==> src/rtl/systolic_feeder.sv <==
// Edge feeder for a systolic matrix-multiply array: diagonal skew of A columns / B rows.
// Optional `define SYSTOLIC_FEEDER_ZERO_GATE_EN zeroes data lanes whose load strobe is low.
module systolic_feeder #(
    parameter int N  = 4,
    parameter int DW = 32,
    parameter int KW = 16
) (
    input  logic            clk,
    input  logic            rst,
    input  logic            start,
    input  logic [KW-1:0]   cfg_k,
    input  logic            in_valid,
    output logic            in_ready,
    input  logic [N*DW-1:0] a_slice,
    input  logic [N*DW-1:0] b_slice,
    output logic [N*DW-1:0] row_data,
    output logic [N-1:0]    row_load,
    output logic [N*DW-1:0] col_data,
    output logic [N-1:0]    col_load,
    output logic            busy,
    output logic            done
);

    localparam int FW = (N > 1) ? $clog2(N) : 1;

    localparam logic [1:0] S_IDLE  = 2'd0;
    localparam logic [1:0] S_FEED  = 2'd1;
    localparam logic [1:0] S_FLUSH = 2'd2;
    localparam logic [1:0] S_DONE  = 2'd3;

    logic [1:0]      r_state;
    logic [1:0]      w_state_nx;
    logic [KW-1:0]   r_cfg_k;
    logic [KW-1:0]   r_k_cnt;
    logic [FW-1:0]   r_fl_cnt;
    logic            r_in_ready;
    logic            r_busy;
    logic            r_done;
    logic            w_accept;
    logic            w_last_slice;
    logic            w_last_flush;
    logic [N*DW-1:0] w_a_in;
    logic [N*DW-1:0] w_b_in;

    assign w_accept     = in_valid && r_in_ready;
    assign w_last_slice = (r_k_cnt == (r_cfg_k - {{(KW-1){1'b0}}, 1'b1}));
    assign w_last_flush = (r_fl_cnt == FW'(N - 1));

`ifdef SYSTOLIC_FEEDER_ZERO_GATE_EN
    // Gating at chain entry is enough: a zeroed word travels alongside its load=0 bit.
    assign w_a_in = w_accept ? a_slice : {(N*DW){1'b0}};
    assign w_b_in = w_accept ? b_slice : {(N*DW){1'b0}};
`else
    assign w_a_in = a_slice;
    assign w_b_in = b_slice;
`endif

    // Next-state decode for the job sequencer.
    always_comb begin
        w_state_nx = r_state;
        case (r_state)
            S_IDLE: begin
                if (start) begin
                    if (cfg_k == {KW{1'b0}}) begin
                        w_state_nx = S_DONE;
                    end else begin
                        w_state_nx = S_FEED;
                    end
                end else begin
                    w_state_nx = S_IDLE;
                end
            end
            S_FEED: begin
                if (w_accept && w_last_slice) begin
                    w_state_nx = S_FLUSH;
                end else begin
                    w_state_nx = S_FEED;
                end
            end
            S_FLUSH: begin
                if (w_last_flush) begin
                    w_state_nx = S_DONE;
                end else begin
                    w_state_nx = S_FLUSH;
                end
            end
            S_DONE:  w_state_nx = S_IDLE;
            default: w_state_nx = S_IDLE;
        endcase
    end

    // State, counters and registered status outputs (decoded from next state).
    always_ff @(posedge clk or posedge rst) begin
        if (rst) begin
            r_state    <= S_IDLE;
            r_cfg_k    <= {KW{1'b0}};
            r_k_cnt    <= {KW{1'b0}};
            r_fl_cnt   <= {FW{1'b0}};
            r_in_ready <= 1'b0;
            r_busy     <= 1'b0;
            r_done     <= 1'b0;
        end else begin
            r_state    <= w_state_nx;
            r_in_ready <= (w_state_nx == S_FEED);
            r_busy     <= (w_state_nx == S_FEED) || (w_state_nx == S_FLUSH);
            r_done     <= (w_state_nx == S_DONE);
            if ((r_state == S_IDLE) && start) begin
                r_cfg_k <= cfg_k;
                r_k_cnt <= {KW{1'b0}};
            end else if (w_accept) begin
                r_k_cnt <= r_k_cnt + {{(KW-1){1'b0}}, 1'b1};
            end else begin
                r_k_cnt <= r_k_cnt;
            end
            if ((r_state == S_FLUSH) && !w_last_flush) begin
                r_fl_cnt <= r_fl_cnt + {{(FW-1){1'b0}}, 1'b1};
            end else begin
                r_fl_cnt <= {FW{1'b0}};
            end
        end
    end

    assign in_ready = r_in_ready;
    assign busy     = r_busy;
    assign done     = r_done;

    // Lane i holds i+1 registers; the last one is the output register, giving latency i+1.
    for (genvar i = 0; i < N; i++) begin : g_lane
        logic [i:0]    r_ld;
        logic [DW-1:0] r_a [0:i];
        logic [DW-1:0] r_b [0:i];

        // Skew shift chain carrying {load, A, B} for this lane.
        always_ff @(posedge clk or posedge rst) begin
            if (rst) begin
                r_ld <= '0;
                for (int s = 0; s <= i; s++) begin
                    r_a[s] <= {DW{1'b0}};
                    r_b[s] <= {DW{1'b0}};
                end
            end else begin
                r_ld[0] <= w_accept;
                r_a[0]  <= w_a_in[i*DW +: DW];
                r_b[0]  <= w_b_in[i*DW +: DW];
                for (int s = 1; s <= i; s++) begin
                    r_ld[s] <= r_ld[s-1];
                    r_a[s]  <= r_a[s-1];
                    r_b[s]  <= r_b[s-1];
                end
            end
        end

        assign row_load[i]           = r_ld[i];
        assign col_load[i]           = r_ld[i];
        assign row_data[i*DW +: DW]  = r_a[i];
        assign col_data[i*DW +: DW]  = r_b[i];
    end

endmodule

==> config.mk <==
export PLATFORM = sky130hd
export DESIGN_NAME = systolic_feeder
export DESIGN_NICKNAME = d
export VERILOG_FILES = /design/src/rtl/systolic_feeder.sv
export SDC_FILE = /design/constraint.sdc
export NUM_CORES = 1
export LEC_CHECK = 0
export CORE_ASPECT_RATIO = 2
export CORE_MARGIN = 4
export CORE_UTILIZATION = 47
export CTS_CLUSTER_DIAMETER = 150
export CTS_CLUSTER_SIZE = 40
export DETAILED_ROUTE_END_ITERATION = 16
export GPL_TIMING_DRIVEN = 0
export PLACE_DENSITY = 0.87
export SLEW_MARGIN = 0
export SYNTH_ARGS = -nofsm -noshare
export SYNTH_HDL_FRONTEND = slang
export SYNTH_SLANG_ARGS = --single-unit
export TNS_END_PERCENT = 1
==> constraint.sdc <==
create_clock -name clk -period 29.5 [get_ports clk]
set_clock_uncertainty 0.15 [all_clocks]
set_input_delay 5.9 -clock clk [delete_from_list [all_inputs] [get_ports clk]]
set_output_delay 5.9 -clock clk [all_outputs]
set_load 0.01 [all_outputs]
# == After elaboration in Yosys (flattened, before gate mapping) ==
# Index checks and enable logic that the tools add are counted.
# word_totals
register_bits,689
input_bits,276
output_inout_bits,267
word_cells,59
# classes
add_sub_neg,3
eq_ne,8
muxes,8
n_reduce_logical,9
# op_table
cell,count
$mux 16,2
$add 16x1->16 const B,1
$eq 16x16->1,1
$logic_not 16->1,1
$sub 16x1->16 const B,1
$eq 2x2->1 const B,5
$mux 2,4
$pmux 2 s4,1
$eq 2x1->1 const B,2
$logic_and 1x1->1,4
$add 2x1->2 const B,1
$logic_not 2->1,1
$reduce_bool 2->1,1
$logic_not 1->1,1
$logic_or 1x1->1,1
$mux 1,1

# == Logic depth before layout (Yosys ltp) ==
# logic_depth
depth_word,7
ltp_mapped,11

# == Worst setup path after synthesis ==
# Ideal clock, no wire load.
# synth_timing
path_kind,input to register
start,input port in_valid
end,register r_busy (netlist: busy)
setup_time_ns,0.113
t_arrival_ns,7.331
t_required_ns,29.237
path_slack_ns,21.906
cell_stages,9
n_path_buf,1
path_cell_list,and2_1 > clkbuf_1 > and3_1 > o2111a_1 > o2111ai_1 > nor4_2 > nor2_1 > ha_1 > inv_1
# synth_via
elab_chain_len,6
# synth_lines
item,line_no,rtl
start: declaration,12,"input logic in_valid,"
$logic_and 1x1->1 (*),45,assign w_accept = in_valid && r_in_ready;
net w_accept,39,logic w_accept;
$logic_and 1x1->1 (*),74,if (w_accept && w_last_slice) begin
$mux 2 (*),74,
$pmux 2 s4 (*),61,case (r_state)
net w_state_nx[0],32,logic [1:0] w_state_nx;
$eq 2x1->1 or $eq 2x2->1 (tied branches),105,r_busy <= (w_state_nx == S_FEED) || (w_state_nx == S_FLUSH);
$logic_or 1x1->1 (*),105,
end signal: assignment,105,
end: declaration,37,logic r_busy;
# Mark *: on every way through the listed nets, which the timed path passes. The rest lies on a longest branch.
# A chain may end at the register's enable or synchronous reset.

==> run metrics <==
Worst Path Required=30.00 ns; largest area contributor in the netlist=dfrtp_1; Async S/R FF share, synth=100%; Syn. warnings=0; CTS Buffer Depth=3; Syn Area/Cell=18.6 sq um; row cnt=106; syn nets=1348; Area after DPL=26100 sq um; cell mode on critical path=buf_16; number of global-route vias before repair=11000; top cell type's share of synthesized area=86.1%; largest net degree at the start of global routing=145; Distinct cells, synth=45; Worst R2R Path Depth=11; crit path capture type=asynchronous set/reset pin; initial DRC count=372; port bufs=542; CTS Hold Buffers Added=0; Fin. Hold Viols=0; IO Pins=543; CP max stage cell=inv_8; final period utilization=29.3%; initial antenna violation count=11; largest cells by area after synthesis=dfrtp_1 86%, buf_4 7.4%, mux2_2 0.74%; fin crit period=8.64 ns; area of the multi-input gates=1190 sq um; outcome=complete, no violations; Largest stage delay, worst path=0.51 ns; GR Overflow Total=0; die area=45800 sq um; vias per inst=4.49; sequential cell area=17100 sq um; RSZ-0062 raised after global routing=false; layout cells sized above 1=15.0%; clock slew at reported path FFs=0.13 ns; Synth Register Bits=683; NumNets Final=1918; max_slew headroom=53.1%; HPWL after detailed placement=35.2 mm; Max FO, Critical Path=144; Die Y=299 microns; Worst Max-Slew Pin Slew=0.704 ns; Worst VDD drop=0.0701 mV; kind of critical path=input port to asynchronous set/reset pin; wire per inst=20.7 microns; Final Non-Filler Cells=2188; post-route ant nets=0; DR vias=9833; sequential fraction of the synthesis area=86.1%; total CTS buffers=21; Core Area=41800 sq um; initial core utilization=47.5%; Final setup viols=0; clock sink count=683; CP cell instances=clkdlybuf4s50_1 > inv_8 > buf_16 > buf_16 > buf_16 > buf_16; Final Cell Area=26700 sq um; PD cells=58.5 nW/um^2; Die Width=153 microns; first-pass GRT wire length=67.7 mm; synthesized cell area=19900 sq um; most instantiated cells after synthesis=683 x dfrtp_1, 197 x buf_4, 21 x nor2_1; Leakage=11.8 nW; setup bufs post-CTS=0; drc violations=0; EDFF count, synth=0; Skew-Pair Late Insertion Delay=0.57 ns; top-count cell post-synth=dfrtp_1; fillcell total=2835; CP arrival=9.14 ns; CTS H-tree depth=1; class of the worst hold path=flop to flop; Slew Limit Fails=0; hold path depth=0; GPL Wtd Cong=0.942; dpl cells=2154; crit path launch type=input port; Achievable Freq=0.116 GHz; CTS root buf=clkbuf_16; CTS tree=yes; max cap viols=0; Main synth FF type=dfrtp_1; Area Overhead vs Synth=34.4%; DRT Wirelength=45.3 mm; Post-Syn Instances=1067; count of cells resized by post-cts repair=0; drt pass-1 iters=4; GRT Overall Usage=19.6%
-- through the flow --
stage	util, %	hold slack [ns]	power [W]	setup slack, ns	TNS, ns
2_1_floorplan	-	0.181	0.00110	4.30	0
5_1_grt	63.9	0.198	0.00163	20.47	0
3_3_place_gp	62.1	0.181	0.00119	-1.12	-672.59
4_1_cts	63.8	0.202	0.00158	20.79	0
3_5_place_dp	62.5	0.185	0.00120	20.16	0
6_report	63.9	0.200	0.00156	20.86	0
-- flip-flops by register name, summed over array words and instances, names as in the netlist, 4 cells and up --
name	flops
g_lane.r_b	224
r_cfg_k	16
g_lane.r_a	224
col_data	96
r_k_cnt	16
row_data	96
g_lane.r_ld	4
-- final cells by class --
cell class / instances / area share, %
Timing Repair Buffer: 547 / 20.8
Multi-Input combinational cell: 167 / 4.47
Antenna cell: 11 / 0.103
Buffer: 209 / 5.77
Tap cell: 540 / 2.53
Clock buffer: 21 / 1.97
Clock inverter: 2 / 0.145
Sequential cell: 683 / 64.0
Inverter: 8 / 0.141
-- worst max-delay path, delay by kind of cell --
family,cells,cell delay [ns]
buf+inv,6,2.90
-- cells by family after synthesis --
family	share of synthesized area (%)
compound gates	1.10
simple gates	2.37
flops	86.1
fa+ha+maj	0.315
mux	0.788
xor+xnor	1.44
buf+inv	7.90
-- power by group --
group          internal (W)  switching [W]
Clock              0.000133       0.000252
Sequential         0.000987      0.0000238
Combinational     0.0000974      0.0000684
-- layer usage --
metal / part of all wire (%) / vias up / GRT usage [%]
li1: - / 4287 / -
met1: 34 / 5083 / 21.7
met2: 57 / 389 / 37.1
met3: 5.6 / 74 / 3.41
met4: 3.5 / 0 / 7.30
met5: 0 / - / 0
-- worst paths after layout --
| kind | start | end | slack, ns |
|---|---|---|---|
| max reg2reg | r_cfg_k[0]$_DFFE_PP0P_ | busy$_DFF_PP0_ | 26.11 |
| min reg2reg | g_lane[3].r_a[117]$_DFF_PP0_ | g_lane[3].r_a[85]$_DFF_PP0_ | 0.20 |
| min | g_lane[3].r_a[117]$_DFF_PP0_ | g_lane[3].r_a[85]$_DFF_PP0_ | 0.20 |
| max in group clk | in_valid | busy$_DFF_PP0_ | 21.61 |
| max | rst | g_lane[3].r_a[58]$_DFF_PP0_ | 20.86 |
| min in group asynchronous | rst | g_lane[2].r_b[49]$_DFF_PP0_ | 5.69 |
-- layout by cell type (no fill, tap or decap), types with 2 or more instances in the layout --
cell type	instances
o21ai_0	9
nand2b_1	3
nor4_1	7
xnor2_1	15
buf_16	5
nor3b_1	3
dfrtp_1	683
or3_1	3
or4_1	3
nor3_1	6
buf_4	197
buf_6	2
nand3_1	6
a21oi_1	5
o31ai_1	4
nor2b_1	3
clkdlybuf4s50_1	542
clkbuf_16	21
nand2_1	11
inv_1	7
mux2_2	13
clkbuf_1	10
ha_1	5
a31oi_1	2
nor4_2	2
xor2_1	15
o2111ai_1	2
nand4_1	5
nor2_1	21
and3_1	6
diode_2	11
Power figures use the tool's default switching activity.
